## src/rtl/ram_port_arbiter.sv

```systemverilog
`default_nettype none
// ============================================================================
// Module   : ram_port_arbiter
// Brief    : Shares emb_ram's read and write ports between the core (C, fixed
//            priority) and a secondary master (D) with starvation-forced grants.
// Revision : 1.0 - initial release
// ============================================================================

// Per-port arbiter: C wins in NORMAL; D is forced for one cycle after
// STARVE_MAX consecutive denials, stalling C if both request.
module ram_port_arbiter_port #(
  parameter int STARVE_MAX = 4,
  parameter int CW         = 3
) (
  input  logic clk,
  input  logic rst,
  input  logic i_c_req,
  input  logic i_d_req,
  output logic o_c_gnt,
  output logic o_d_gnt,
  output logic o_stall
);

  localparam logic [CW-1:0] c_LAST = CW'(STARVE_MAX - 1);

  typedef enum logic [0:0] {
    ST_NORMAL  = 1'b0,
    ST_FORCE_D = 1'b1
  } state_t;

  state_t        r_state;
  state_t        w_state_nxt;
  logic [CW-1:0] r_cnt;
  logic [CW-1:0] w_cnt_nxt;

  always_ff @(posedge clk or negedge rst) begin
    if (!rst) begin
      r_state <= ST_NORMAL;
      r_cnt   <= '0;
    end else begin
      r_state <= w_state_nxt;
      r_cnt   <= w_cnt_nxt;
    end
  end

  always_comb begin
    w_state_nxt = ST_NORMAL;
    w_cnt_nxt   = '0;
    o_c_gnt     = 1'b0;
    o_d_gnt     = 1'b0;
    o_stall     = 1'b0;
    case (r_state)
      ST_NORMAL: begin
        o_c_gnt = i_c_req;
        o_d_gnt = i_d_req & ~i_c_req;
        // Counter only survives a cycle in which D was actually denied.
        if (i_d_req && i_c_req) begin
          if (r_cnt == c_LAST) begin
            w_state_nxt = ST_FORCE_D;
          end else begin
            w_cnt_nxt = r_cnt + CW'(1);
          end
        end
      end
      ST_FORCE_D: begin
        o_d_gnt = i_d_req;
        o_c_gnt = i_c_req & ~i_d_req;
        o_stall = i_c_req & i_d_req;
      end
      default: begin
        w_state_nxt = ST_NORMAL;
      end
    endcase
  end

endmodule

module ram_port_arbiter #(
  parameter int AW         = 32,
  parameter int DW         = 32,
  parameter int STARVE_MAX = 4,
  parameter int CW         = 3
) (
  input  logic          clk,
  input  logic          rst,
  input  logic [AW-1:0] c_r_addr,
  input  logic [AW-1:0] c_w_addr,
  input  logic [DW-1:0] c_w_line,
  input  logic          c_read,
  input  logic          c_write,
  output logic [DW-1:0] c_r_line,
  output logic          c_exception,
  output logic          c_stall,
  input  logic [AW-1:0] d_r_addr,
  input  logic [AW-1:0] d_w_addr,
  input  logic [DW-1:0] d_w_line,
  input  logic          d_read,
  input  logic          d_write,
  output logic          d_r_gnt,
  output logic          d_w_gnt,
  output logic          d_r_valid,
  output logic [DW-1:0] d_r_line,
  output logic          d_exception,
  output logic [AW-1:0] ram_r_addr,
  output logic [AW-1:0] ram_w_addr,
  output logic [DW-1:0] ram_w_line,
  output logic          ram_read,
  output logic          ram_write,
  input  logic [DW-1:0] ram_r_line,
  input  logic          ram_exception
);

  logic w_c_r_gnt;
  logic w_c_w_gnt;
  logic w_r_stall;
  logic w_w_stall;
  logic r_rd_valid;
  logic r_rd_owner_d;

  ram_port_arbiter_port #(
    .STARVE_MAX (STARVE_MAX),
    .CW         (CW)
  ) u_rd_port (
    .clk     (clk),
    .rst     (rst),
    .i_c_req (c_read),
    .i_d_req (d_read),
    .o_c_gnt (w_c_r_gnt),
    .o_d_gnt (d_r_gnt),
    .o_stall (w_r_stall)
  );

  ram_port_arbiter_port #(
    .STARVE_MAX (STARVE_MAX),
    .CW         (CW)
  ) u_wr_port (
    .clk     (clk),
    .rst     (rst),
    .i_c_req (c_write),
    .i_d_req (d_write),
    .o_c_gnt (w_c_w_gnt),
    .o_d_gnt (d_w_gnt),
    .o_stall (w_w_stall)
  );

  assign c_stall = w_r_stall | w_w_stall;

  // Buses default to the core values when D is not granted.
  assign ram_r_addr = d_r_gnt ? d_r_addr : c_r_addr;
  assign ram_w_addr = d_w_gnt ? d_w_addr : c_w_addr;
  assign ram_w_line = d_w_gnt ? d_w_line : c_w_line;
  assign ram_read   = w_c_r_gnt | d_r_gnt;
  assign ram_write  = w_c_w_gnt | d_w_gnt;

  assign c_exception = ram_exception & (w_c_r_gnt | w_c_w_gnt);
  assign d_exception = ram_exception & (d_r_gnt | d_w_gnt);

  // Owner is held between reads; valid marks the cycle data actually returns.
  always_ff @(posedge clk or negedge rst) begin
    if (!rst) begin
      r_rd_valid   <= 1'b0;
      r_rd_owner_d <= 1'b0;
    end else begin
      r_rd_valid <= ram_read;
      if (ram_read) begin
        r_rd_owner_d <= d_r_gnt;
      end
    end
  end

  assign c_r_line  = ram_r_line;
  assign d_r_line  = ram_r_line;
  assign d_r_valid = r_rd_valid & r_rd_owner_d;

endmodule
`default_nettype wire

```

## config.mk

```make
export PLATFORM = sky130hd
export DESIGN_NAME = ram_port_arbiter
export DESIGN_NICKNAME = d
export VERILOG_FILES = /design/src/rtl/ram_port_arbiter.sv
export SDC_FILE = /design/constraint.sdc
export NUM_CORES = 1
export LEC_CHECK = 0
export ABC_AREA = 0
export CORE_AREA = 2 2 155 157
export CTS_BUF_LIST = sky130_fd_sc_hd__clkbuf_2
export DETAILED_ROUTE_END_ITERATION = 7
export DIE_AREA = 0 0 157 159
export PLACE_DENSITY = 0.52
export SLEW_MARGIN = 30
export SYNTH_ARGS = -nofsm -noshare
export SYNTH_HDL_FRONTEND = slang
export SYNTH_HIERARCHICAL = 1
export SYNTH_SLANG_ARGS = --single-unit
```

## constraint.sdc

```tcl
create_clock -name clk -period 2.8 [get_ports clk]
set_input_delay 0.84 -clock clk [delete_from_list [all_inputs] [get_ports clk]]
set_output_delay 0.84 -clock clk [all_outputs]
set_load 0.02 [all_outputs]
```

== After elaboration in Yosys (flattened, before gate mapping) ==
Index checks and enable logic that the tools add are counted.
Storage, ports and cells
  bits in registers: 10
  logic and storage cells: 53
  input port bits: 231
  output and inout bits: 168
Cells by class
  eq/ne operators: 2
  mux-type cells: 21
  bitwise operators: 20
  reductions and logical operators: 2
  add/subtract/negate cells: 2
Operators with widths (count)
  32-bit two-way mux: 3
  3-bit two-way mux: 6
  1-bit AND: 9
  1-bit two-way mux: 8
  1-bit one-hot mux with 2 select lines: 4
  3-bit by 1-bit adder with 3-bit output (second input constant): 2
  3-bit by 2-bit == test with 1-bit output (second input constant): 2
  1-bit NOT: 6
  1-bit bitwise OR: 5
  1-bit logical AND: 2

== Logic depth before layout (Yosys ltp) ==
  depth in word-level cells: 5
  mapped depth: 5
  depth with buffers taken out: 3

== Cells and area by module ==
Netlist, hierarchy kept.
By module, submodules not included
  ram_port_arbiter: area an instance 1910.6 µm², cells an instance 181, times used 1
  ram_port_arbiter_port: area an instance 210.2 µm², cells an instance 15, times used 2

== Worst setup path before layout ==
Ideal clock, no wire load.
  path type: in2out
  start: input port d_read
  end: output port ram_r_addr[10]
  stages on the path: 4
  arrival: 2.069 ns
  buffers on the path: 2
  slack: -0.109 ns
  required time: 1.960 ns
  cells stage by stage: a21boi_1 > buf_2 > buf_6 > mux2_2
On the way
  word-level cells in the longest chain between the ends: 3
Ends and longest elaborated chain
  start, declared: line 97  | input logic d_read,
  1-bit AND: line 55  | o_d_gnt = i_d_req & ~i_c_req;
  1-bit one-hot mux with 2 select lines *: line 52  | case (r_state)
  32-bit two-way mux *: line 149  | assign ram_r_addr = d_r_gnt ? d_r_addr : c_r_addr;
  end, declared: line 104  | output logic [AW-1:0] ram_r_addr,
Every way passes the cells marked *; elsewhere a longest branch is shown, timed or not.

== Final worst setup path ==
  start: input port d_write
  end: output port ram_w_line[22]
On the way
  word-level cells in the longest chain between the ends: 3
Ends and longest elaborated chain
  start, declared: line 98  | input logic d_write,
  1-bit AND: line 55
  1-bit one-hot mux with 2 select lines *: line 52
  32-bit two-way mux *: line 151  | assign ram_w_line = d_w_gnt ? d_w_line : c_w_line;
  end, declared: line 106  | output logic [DW-1:0] ram_w_line,
Marks and branches as above.

==> impl_results.md <==
- Pleak: 2.43 nW
- Vias per inst: 3.32
- Max Fclk: 352 MHz
- Via count: 2619
- Most common cell after layout, fill and taps aside: clkdlybuf4s50_1
- Worst Clk Skew: 0.000162 ns
- Antenna violations before repair: 0
- Fin worst setup slack: -0.0376 ns
- First-pass GRT wire length: 17400 µm
- Maxcap violations: 0
- Relative slew slack: 0.680
- CTS buffer count: 3
- Setup slack of the most critical reg-to-reg path: 1.54 ns
- Clock Pin Slew Worst Setup and Hold Paths: 0.08 ns
- Peak VDD IR: 0.0908 mV
- Gr ovfl total: 0
- Number of global-route vias before repair: 2993
- Die Wd: 157 µm
- Dpl ws: -0.927 ns
- # diodes: 0
- Outcome: finished, violations left
- Total Wirelength: 12500 µm
- Failing checks: negative setup slack
- Worst-path fanout max: 8
- Drt pass-1 iters: 4
- Dpl hpwl: 9610 µm
- Hold WC Path Type: reg -> reg
- Final net count: 705
- Drt wl/cell: 15.9 µm
- 1st-iter DRT viols: 40
- Final ANT Viol Nets: 0
- Capturing point of the worst reg2reg path: r_rd_valid$_DFF_PN0_
- Die height: 159 µm
- Port bufs: 302
- Yosys warnings: 6
- Area growth, synth to finish: 143%
- Pwr dens: 213 mW/mm²
- Syn Inst Count: 211
- Share of layout cells above drive strength 1: 0.531
- Mean Syn Cell Area: 11.0 µm²
- Critical Path End Type: output port
- Post-Syn Area: 0.00233 mm²
- Core area: 0.0232 mm²
- Crit Reg-Reg Startpoint: u_rd_port/r_state$_DFF_PN0_
- Residual DRC: 0
- Final count of negative-setup-slack endpoints: 16
- Post-Syn Nets: 444
- Die ar.: 0.0250 mm²
- Post-synth top area cell: mux2_2
- WS Path Type: in -> out
- Total negative slack: -0.280 ns
- Final period util: 1.01
- Final core occ: 0.244
- Critical Path Start Type: input pin
- Clk buf depth: 2
- Netlist cell types: 21
- Root Driver: clkbuf_2
- Min-delay src: u_wr_port/r_cnt[0]$_DFF_PN0_
- Initial Util: 0.101
- Crit path required time: 1.96 ns
- Hold Path End: u_wr_port/r_cnt[0]$_DFF_PN0_
- RSZ-0062 raised after global routing: yes
- Post-Layout Inst Area: 0.00566 mm²
- Area of the multi-input gates: 0.00163 mm²
- Finished Layout Cells: 790
- Hold Path Depth: 1
- Pin count of the biggest net entering global routing: 11
- IO Pins: 399
- Htree depth: 1
- Worst r2r path cells: 5
- WP data arrival: 2.00 ns
- Synth area leaders: mux2_2 (28%), mux2_4 (24%), buf_4 (21%), dfrtp_1 (11%), buf_6 (3.9%)
- Register area: 250 µm²
- Number of synthesized register bits: 10
- # fillers: 2442
- Total Routing Usage GR: 0.0908
- Routability congestion estimate: 0.739
- Placement-stage cell area: 0.00532 mm²
- Hold slack: 0.460 ns
- Sequential cell area fraction in the yosys report: 0.107
- Std cell rows: 56
- Power, Total: 1.21 mW
- CTS tree: yes
- Clock net sink count: 10
- Slew @ Worst Pin: 0.479 ns
- Final Max Tran Viols: 0
- Final min period: 2.84 ns
- Clock Latency Late Sink: 0.23 ns
- Post-synth top area share: 0.280
- Placed Cells: 771
- Fin. Hold Viols: 0
- Leading cell types in the layout, fill and taps excluded: clkdlybuf4s50_1 (195), buf_6 (72), mux2_4 (70), buf_2 (28), mux2_2 (26)
## logic make-up after synthesis
logic type,Yosys count,share of synthesized area
buffers and inverters,78,0.256
and+or+nand+nor,18,0.0784
DFF,10,0.107
AOI/OAI and AO/OA,7,0.0225
muxes,96,0.525
adders and majority gates,2,0.0107
## cells in the mapped netlist
master,count
nor2_1,2
mux2_4,38
inv_1,1
a21boi_0,2
ha_1,2
mux2_2,58
nand2_2,2
a21boi_1,2
nor3b_2,2
buf_2,3
o21a_1,2
inv_2,2
buf_6,8
dfrtp_1,10
and2_1,1
buf_4,64
or2_2,3
nor4_2,2
nor4b_2,4
nor2b_4,2
a21o_1,1
## critical path, cell delays in order
cell and delay (ns):
buf_6 0.07, a21boi_4 0.17, buf_12 0.18, buf_12 0.13, buf_16 0.13, mux2_4 0.31
buf_6 0.14
## worst max-delay path by stage
stage / start / endpoint / depth (start not counted)
3_5_place_dp: c_write / ram_w_line[20] / 5
6_report: d_write / ram_w_line[22] / 7
3_3_place_gp: c_write / ram_w_line[20] / 5
2_1_floorplan: d_read / ram_r_addr[10] / 4
5_1_grt: d_write / ram_w_line[22] / 7
4_1_cts: d_write / ram_w_line[20] / 6
## sequential cells by signal (all words and copies together) (netlist names)
name               cells
u_wr_port/r_cnt        3
u_wr_port/r_state      1
r_rd_valid             1
r_rd_owner_d           1
u_rd_port/r_cnt        3
u_rd_port/r_state      1
## metal layers
metal / up-vias / global-route usage / share of wire
met5: - / 0 / 0
met4: 0 / 0.0146 / 0.014
met3: 20 / 0.0294 / 0.11
met2: 211 / 0.173 / 0.51
met1: 1188 / 0.0978 / 0.37
li1: 1200 / - / -
## power breakdown
group          switching [mW]  total (mW)  internal [mW]
sequential            0.00231       0.152          0.149
clock                  0.0442      0.0753         0.0311
combinational           0.365       0.981          0.616
## timing repair
| action | in CTS | in global routing |
|---|---|---|
| gates cloned | 9 | 0 |
| endpoints found under the setup margin | 103 | 81 |
| pin swaps | 2 | 0 |
| hold buffers | 0 | 0 |
| buffers inserted | 14 | 0 |
| resized for setup | 566 | 20 |
## final cells by class
cell class | count | share of cell area
clock buffers | 3 | 0.00265
clock inverters | 1 | 0.000663
inverters | 3 | 0.00199
multi-input cells | 123 | 0.287
flip-flops and latches | 10 | 0.0442
well taps | 319 | 0.0705
repair buffers | 331 | 0.593
Power figures use the tool's default switching activity.
